### src/rtl/bcd_counter_multi.sv
// Multi-digit BCD up/down counter with enable, validated parallel load,
// wrap/saturate boundary handling and a combinational terminal-count output.
module bcd_counter_multi #(
  parameter int DIGITS = 4,
  parameter bit WRAP   = 1'b1
) (
  input  logic                  clk,
  input  logic                  rst,
  input  logic                  en,
  input  logic                  up_dn,
  input  logic                  load,
  input  logic [4*DIGITS-1:0]   load_val,
  output logic [4*DIGITS-1:0]   q,
  output logic                  tc,
  output logic                  load_err
);

  logic [4*DIGITS-1:0] q_q, q_d;
  logic                load_err_q, load_err_d;

  logic                load_ok;
  logic                is_max;
  logic                is_zero;
  logic                at_boundary;
  logic [4*DIGITS-1:0] step_val;
  logic                carry;
  logic [3:0]          digit;

  always_comb begin
    load_ok = 1'b1;
    is_max  = 1'b1;
    is_zero = 1'b1;
    for (int i = 0; i < DIGITS; i++) begin
      if (load_val[4*i +: 4] > 4'd9) load_ok = 1'b0;
      if (q_q[4*i +: 4] != 4'd9)     is_max  = 1'b0;
      if (q_q[4*i +: 4] != 4'd0)     is_zero = 1'b0;
    end
  end

  // Ripple the carry/borrow through every digit so the whole count settles in one cycle.
  always_comb begin
    carry    = 1'b1;
    step_val = q_q;
    digit    = 4'd0;
    for (int i = 0; i < DIGITS; i++) begin
      digit = q_q[4*i +: 4];
      if (carry) begin
        if (up_dn) begin
          if (digit == 4'd9) begin
            step_val[4*i +: 4] = 4'd0;
          end else begin
            step_val[4*i +: 4] = digit + 4'd1;
            carry              = 1'b0;
          end
        end else begin
          if (digit == 4'd0) begin
            step_val[4*i +: 4] = 4'd9;
          end else begin
            step_val[4*i +: 4] = digit - 4'd1;
            carry              = 1'b0;
          end
        end
      end
    end
  end

  assign at_boundary = up_dn ? is_max : is_zero;
  assign tc          = en & ~load & ~rst & at_boundary;

  always_comb begin
    q_d        = q_q;
    load_err_d = 1'b0;
    if (load) begin
      if (load_ok) q_d        = load_val;
      else         load_err_d = 1'b1;
    end else if (en) begin
      // Saturating mode simply holds at the boundary; wrapping falls out of the ripple.
      if (!(at_boundary && !WRAP)) q_d = step_val;
    end
  end

  always_ff @(posedge clk) begin
    if (rst) begin
      q_q        <= '0;
      load_err_q <= 1'b0;
    end else begin
      q_q        <= q_d;
      load_err_q <= load_err_d;
    end
  end

  assign q        = q_q;
  assign load_err = load_err_q;

endmodule

### config.mk
export PLATFORM = sky130hd
export DESIGN_NAME = bcd_counter_multi
export DESIGN_NICKNAME = d
export VERILOG_FILES = /design/src/rtl/bcd_counter_multi.sv
export SDC_FILE = /design/constraint.sdc
export NUM_CORES = 1
export LEC_CHECK = 0
export CAP_MARGIN = 20
export CORE_MARGIN = 8
export CORE_UTILIZATION = 45
export DETAILED_ROUTE_END_ITERATION = 8
export PLACE_DENSITY = 0.74
export SLEW_MARGIN = 20
export SYNTH_ARGS = -nofsm -noshare
export SYNTH_HDL_FRONTEND = slang
export SYNTH_SLANG_ARGS = --single-unit
export TNS_END_PERCENT = 30
### constraint.sdc
create_clock -name clk -period 4.3 [get_ports clk]
set_clock_uncertainty 0.1 [all_clocks]
set_input_delay 0.645 -clock clk [delete_from_list [all_inputs] [get_ports clk]]
set_output_delay 0.645 -clock clk [all_outputs]
set_load 0.02 [all_outputs]
==> results of run 1 <==
## sequential cells by signal, summed over array words and instances, names as in the netlist
| register | flops |
|---|---|
| load_err | 1 |
| q | 16 |
## power groups by stage
stage	Clock, mW	Combinational, mW	Sequential (mW)
6_report	0.0930	0.152	0.193
5_1_grt	0.102	0.168	0.197
4_1_cts	0.0950	0.152	0.193
3_5_place_dp	0	0.151	0.196
3_3_place_gp	0	0.149	0.196
2_1_floorplan	0	0.107	0.189
## layer usage
layer,part of all wire (%),global-route usage [%]
met5,0,0
met4,1.0,5.117
met3,7.0,3.158
met2,44,25.60
met1,48,22.35
## cells by family after synthesis
family          Yosys count  synth area share, %
simple gates             85                28.04
compound gates           76                33.65
buf+inv                  36                11.37
mux                       5                3.239
xor+xnor                  4                2.212
flops                    17                21.49
## cell type report
class	count	area [sq um]
timing repair buffer	41	402.9
multi-input combinational	170	1064
tap	46	57.56
inverter	11	41.29
sequential	17	340.3
fill	360	1431
clock buffer	4	26.28
## tightest hold or removal path, delay by kind of cell (launching register included)
family | cells | cell delay, ns
compound gates | 1 | 0.05
flops | 1 | 0.41
simple gates | 1 | 0.09
## through the flow
| stage | power (mW) | setup WS (ns) |
|---|---|---|
| 6_report | 0.4384 | 0.7628 |
| 5_1_grt | 0.4671 | 0.5407 |
| 4_1_cts | 0.4395 | 0.7547 |
| 3_5_place_dp | 0.3472 | 0.7527 |
| 3_3_place_gp | 0.3454 | 0.7506 |
| 2_1_floorplan | 0.2959 | 1.567 |
## path summary, 6_finish.rpt
path / from / to / slack (ns) / cells past startpoint
setup / recovery: up_dn / tc / 0.76 / 6
hold / removal: q[10]$_SDFFE_PP0P_ / q[10]$_SDFFE_PP0P_ / 0.49 / 2
setup reg to reg: q[0]$_SDFFE_PP0P_ / q[13]$_SDFFE_PP0P_ / 2.25 / 5
hold reg to reg: q[10]$_SDFFE_PP0P_ / q[10]$_SDFFE_PP0P_ / 0.49 / 2
## cells in the final DEF, fill, tap and decap left out, drive strengths merged, types with 3 or more instances in the layout
cell type       n
a21oi          14
a221oi          3
a311oi          6
a31oi           6
and3            3
buf             3
clkbuf          4
clkdlybuf4s50  38
dfxtp          17
inv            11
mux2i           4
nand2          13
nand2b          4
nand3           9
nand4           3
nor2           23
nor2b           4
nor3           11
o211ai          7
o21ai          16
xnor2           3
==> summary.md, run 1 <==
| Metric | Value |
|---|---|
| Seq cells post-synth | `17` |
| All-layer global routing usage | `16.51%` |
| Pre-Repair DR Iteration Count | `4` |
| Die Y | `75.33 um` |
| Top post-synthesis cells by count | `nor2_1, dfxtp_1, a21oi_1, o21ai_0, nand2_1` |
| Max-cap violation count | `0` |
| Final Max Slew Viols | `0` |
| Rows | `21` |
| Routed Antenna Nets | `0` |
| Critical Path Max Stage Delay | `0.65 ns` |
| CP Max Fanout | `40` |
| Finished Cell Area | `1932 sq um` |
| Vias in the first global route | `1629` |
| Top-count cell post-synth | `nor2_1` |
| Post-synth EDFFs | `0` |
| Clock Tree Buf Depth | `2` |
| Warning count from the yosys run | `0` |
| Hold_ws | `0.4864 ns` |
| Die Width | `75.33 um` |
| Syn_nets | `244` |
| Slowest CP cell | `clkdlybuf4s50_1` |
| Via density | `5.972` |
| Final setup fails | `0` |
| CTS Sinks | `17` |
| Cell family with most CP delay | `buffers and inverters` |
| Synthesis-to-finish area growth | `21.96%` |
| Comb power frac | `34.7%` |
| Initial DRC count | `137` |
| Port Buf Inserts | `38` |
| CP bufs+invs | `3` |
| Highest clock rate | `282.7 MHz` |
| Synth area leader | `dfxtp_1` |
| Part of the cycle the worst path needs | `82.26%` |
| Remaining global-route overflow | `0` |
| Post-synthesis async set-or-reset flop share | `0%` |
| Post-CTS setup buffer count | `0` |
| WP data arrival | `2.79 ns` |
| Core area | `3363 sq um` |
| Placed Instances | `285` |
| Hold Path Class | `flip-flop to flip-flop` |
| CP Class | `primary input to output port` |
| CTS root buf | `clkbuf_4` |
| Final TNS setup | `0 ns` |
| Critical path data required time | `3.56 ns` |
| Core Util, Final | `57.44%` |
| Ranking of synthesized cells by area | `dfxtp_1, nor2_1, a21oi_1` |
| Fin cells | `289` |
| Starting Density | `47.10%` |
| Post-Syn Area per Cell | `7.103 sq um` |
| TritonCTS clock tree | `built` |
| Syn Inst Count | `223` |
| Area after DPL | `1906 sq um` |
| Synth Flop Type | `dfxtp_1` |
| Hold_buf cts | `0` |
| Internal power | `0.2776 mW` |
| Clk_lat worst skew | `0.30 ns` |
| Net Sw Frac | `36.68%` |
| Gp weighted congestion | `0.8729` |
| Post-Route WL | `4382 um` |
| Nets@finish | `265` |
| Setup repair after global routing missed its margin | `false` |
| Die footprint | `5675 sq um` |
| TritonCTS Buffers | `3` |
| Sequential Power Share | `44.1%` |
| Maximum vdd drop | `0.00008339 V` |
| Endpoint type of the worst setup path | `output port` |
| Critical Path Most Common Cell | `clkdlybuf4s50_1` |
| Top Ports | `39` |
| Pwr/cell area | `226.9 nW/um^2` |
| Crit start category | `primary input` |
| Number of diodes | `0` |
| DRC | `0` |
| Share of the synthesized area in the top cell type | `21.48%` |
| H-tree depth | `1` |
| First-pass GRT wire length | `7507 um` |
| Slew @ Worst Pin | `0.5886 ns` |
| Drt wl/cell | `15.16 um` |
| Status | `complete, no violations` |
| Gates resized, CTS repair | `0` |
| Worst path cell trace | `clkdlybuf4s50_1 > buf_4 > and2_1 > nand4_1 > a221oi_2 > clkdlybuf4s50_1` |
| Synth cell types | `56` |
| Switching power total | `0.1608 mW` |
| Final hold violation count | `0` |
| Layout cells sized above 1 | `5.350%` |
| Rel. slew slack | `60.76%` |
| Routed vias | `1726` |
| LEAKAGE | `0.6300 nW` |
| Sequential fraction of the synthesis area | `21.48%` |
| Minimum clock period | `3.537 ns` |
| Clock slew at reported path FFs | `0.10 ns` |
| Mapped cell area | `1584 sq um` |
| Clock group share of total power | `21.2%` |
| Initial antenna violation count | `0` |
| Largest net degree at the start of global routing | `41` |
| DPL Wire Length | `3094 um` |
(Power assumes the default switching activity.)
==> run 2, diff against run 1 <==
- clock period: 4.3 -> 3.5 ns (I/O delays scaled with it)
==> summary.md, run 2 (synthesized netlist as in run 1, its figures left out) <==
| Metric | Value |
|---|---|
| LEAKAGE | `0.6402 nW` |
| Max-cap violation count | `0` |
| First-pass GRT wire length | `7652 um` |
| TritonCTS Buffers | `3` |
| Via density | `5.948` |
| Most frequent cells in the layout | `clkdlybuf4s50_1, nor2_1, dfxtp_1, o21ai_0, a21oi_1` |
| Initial antenna violation count | `0` |
| Part of the cycle the worst path needs | `92.02%` |
| Commonest non-fill, non-tap cell in the layout | `clkdlybuf4s50_1` |
| Clock Tree Buf Depth | `2` |
| Largest net degree at the start of global routing | `40` |
| CP Class | `primary input to output port` |
| All-layer global routing usage | `16.97%` |
| Pwr/cell area | `280.3 nW/um^2` |
| DPL Wire Length | `3244 um` |
| Port Buf Inserts | `38` |
| Status | `complete, no violations` |
| Slew @ Worst Pin | `0.4935 ns` |
| Post-Route WL | `4577 um` |
| Crit start category | `primary input` |
| Pre-Repair DR Iteration Count | `4` |
| DRC | `0` |
| Die Width | `75.33 um` |
| Rows | `21` |
| CTS root buf | `clkbuf_4` |
| Final Max Slew Viols | `0` |
| Clock slew at reported path FFs | `0.11 ns` |
| Max reg flops | `16` |
| Clk_lat worst skew | `0.31 ns` |
| TritonCTS clock tree | `built` |
| Hold Path Class | `flip-flop to flip-flop` |
| Endpoint type of the worst setup path | `output port` |
| Synthesis-to-finish area growth | `22.91%` |
| Layout cells sized above 1 | `6.122%` |
| Hold_ws | `0.4854 ns` |
| Setup repair after global routing missed its margin | `false` |
| WP data arrival | `2.60 ns` |
| Final setup fails | `0` |
| Maximum vdd drop | `0.0001216 V` |
| H-tree depth | `1` |
| Final hold violation count | `0` |
| Rel. slew slack | `66.88%` |
| Starting Density | `47.10%` |
| CP Max Fanout | `3` |
| CTS Sinks | `17` |
| Vias in the first global route | `1629` |
| Drt wl/cell | `15.73 um` |
| Hold_buf cts | `0` |
| Core area | `3363 sq um` |
| Highest clock rate | `310.5 MHz` |
| Final TNS setup | `0 ns` |
| Die Y | `75.33 um` |
| Minimum clock period | `3.221 ns` |
| Gp weighted congestion | `0.8313` |
| Gates resized, CTS repair | `0` |
| Initial DRC count | `164` |
| Die footprint | `5675 sq um` |
| Top Ports | `39` |
| Critical path data required time | `2.87 ns` |
| Remaining global-route overflow | `0` |
| Post-CTS setup buffer count | `0` |
| Routed Antenna Nets | `0` |
| Number of diodes | `0` |
| Routed vias | `1731` |
| Nets@finish | `267` |
-- run 2: cell types whose count changed in the layout (fill, tap and decap cells not counted) --
cell	delta
buf_4	+2
-- run 2: worst max-delay path, stage by stage --
cell	delay [ns]
clkdlybuf4s50_1	0.45
nor4_1	0.25
nor4b_1	0.28
nand4_1	0.16
a221oi_2	0.28
clkdlybuf4s50_1	0.65
-- run 2: area by class of cell --
| type | instances | area, sq um |
|---|---|---|
| Tap cell | 46 | 57.56 |
| Multi-Input combinational cell | 170 | 1064 |
| Timing Repair Buffer | 43 | 417.9 |
| Inverter | 11 | 41.29 |
| Fill cell | 348 | 1416 |
| Sequential cell | 17 | 340.3 |
| Clock buffer | 4 | 26.28 |
-- run 2: metrics by stage --
stage / cell area (sq um) / setup slack (ns) / cells / power [mW] / util (%)
detailed placement: 1921 / 0.2508 / 287 / 0.4311 / 57.11
global placement: 1921 / 0.3329 / 287 / 0.4277 / 57.11
finish: 1947 / 0.2793 / 291 / 0.5458 / 57.89
CTS: 1947 / 0.2506 / 291 / 0.5473 / 57.89
floorplan: 1584 / 1.007 / 223 / 0.3635 / -
global route: 1947 / 0.1206 / 291 / 0.5776 / 57.89
-- run 2: final timing paths --
path                           start            endpoint  slack, ns  depth (start not counted)
hold reg to reg   q[10]$_SDFFE_PP0P_  q[10]$_SDFFE_PP0P_       0.49                          2
hold / removal    q[10]$_SDFFE_PP0P_  q[10]$_SDFFE_PP0P_       0.49                          2
setup reg to reg   q[0]$_SDFFE_PP0P_  q[13]$_SDFFE_PP0P_       1.51                          6
setup / recovery               up_dn                  tc       0.28                          6
-- run 2: routing by layer --
layer	share of wire (%)	wire (um)	global-route usage (%)
met1	47	2150	21.91
met2	45	2050	26.85
met3	6.9	315	3.684
met4	1.3	61	6.397
met5	0	0	0
-- run 2: report_power, final --
group | total (mW) | switching [mW] | internal [mW]
combinational | 0.193 | 0.0987 | 0.0939
clock | 0.117 | 0.0726 | 0.0445
sequential | 0.236 | 0.0308 | 0.205
total | 0.546 | 0.202 | 0.344
==> run 3, diff against run 2 <==
- CAP_MARGIN: 20 -> default
==> results of run 3 <==
The final DEF is identical to that of run 2; final timing and power are the same.
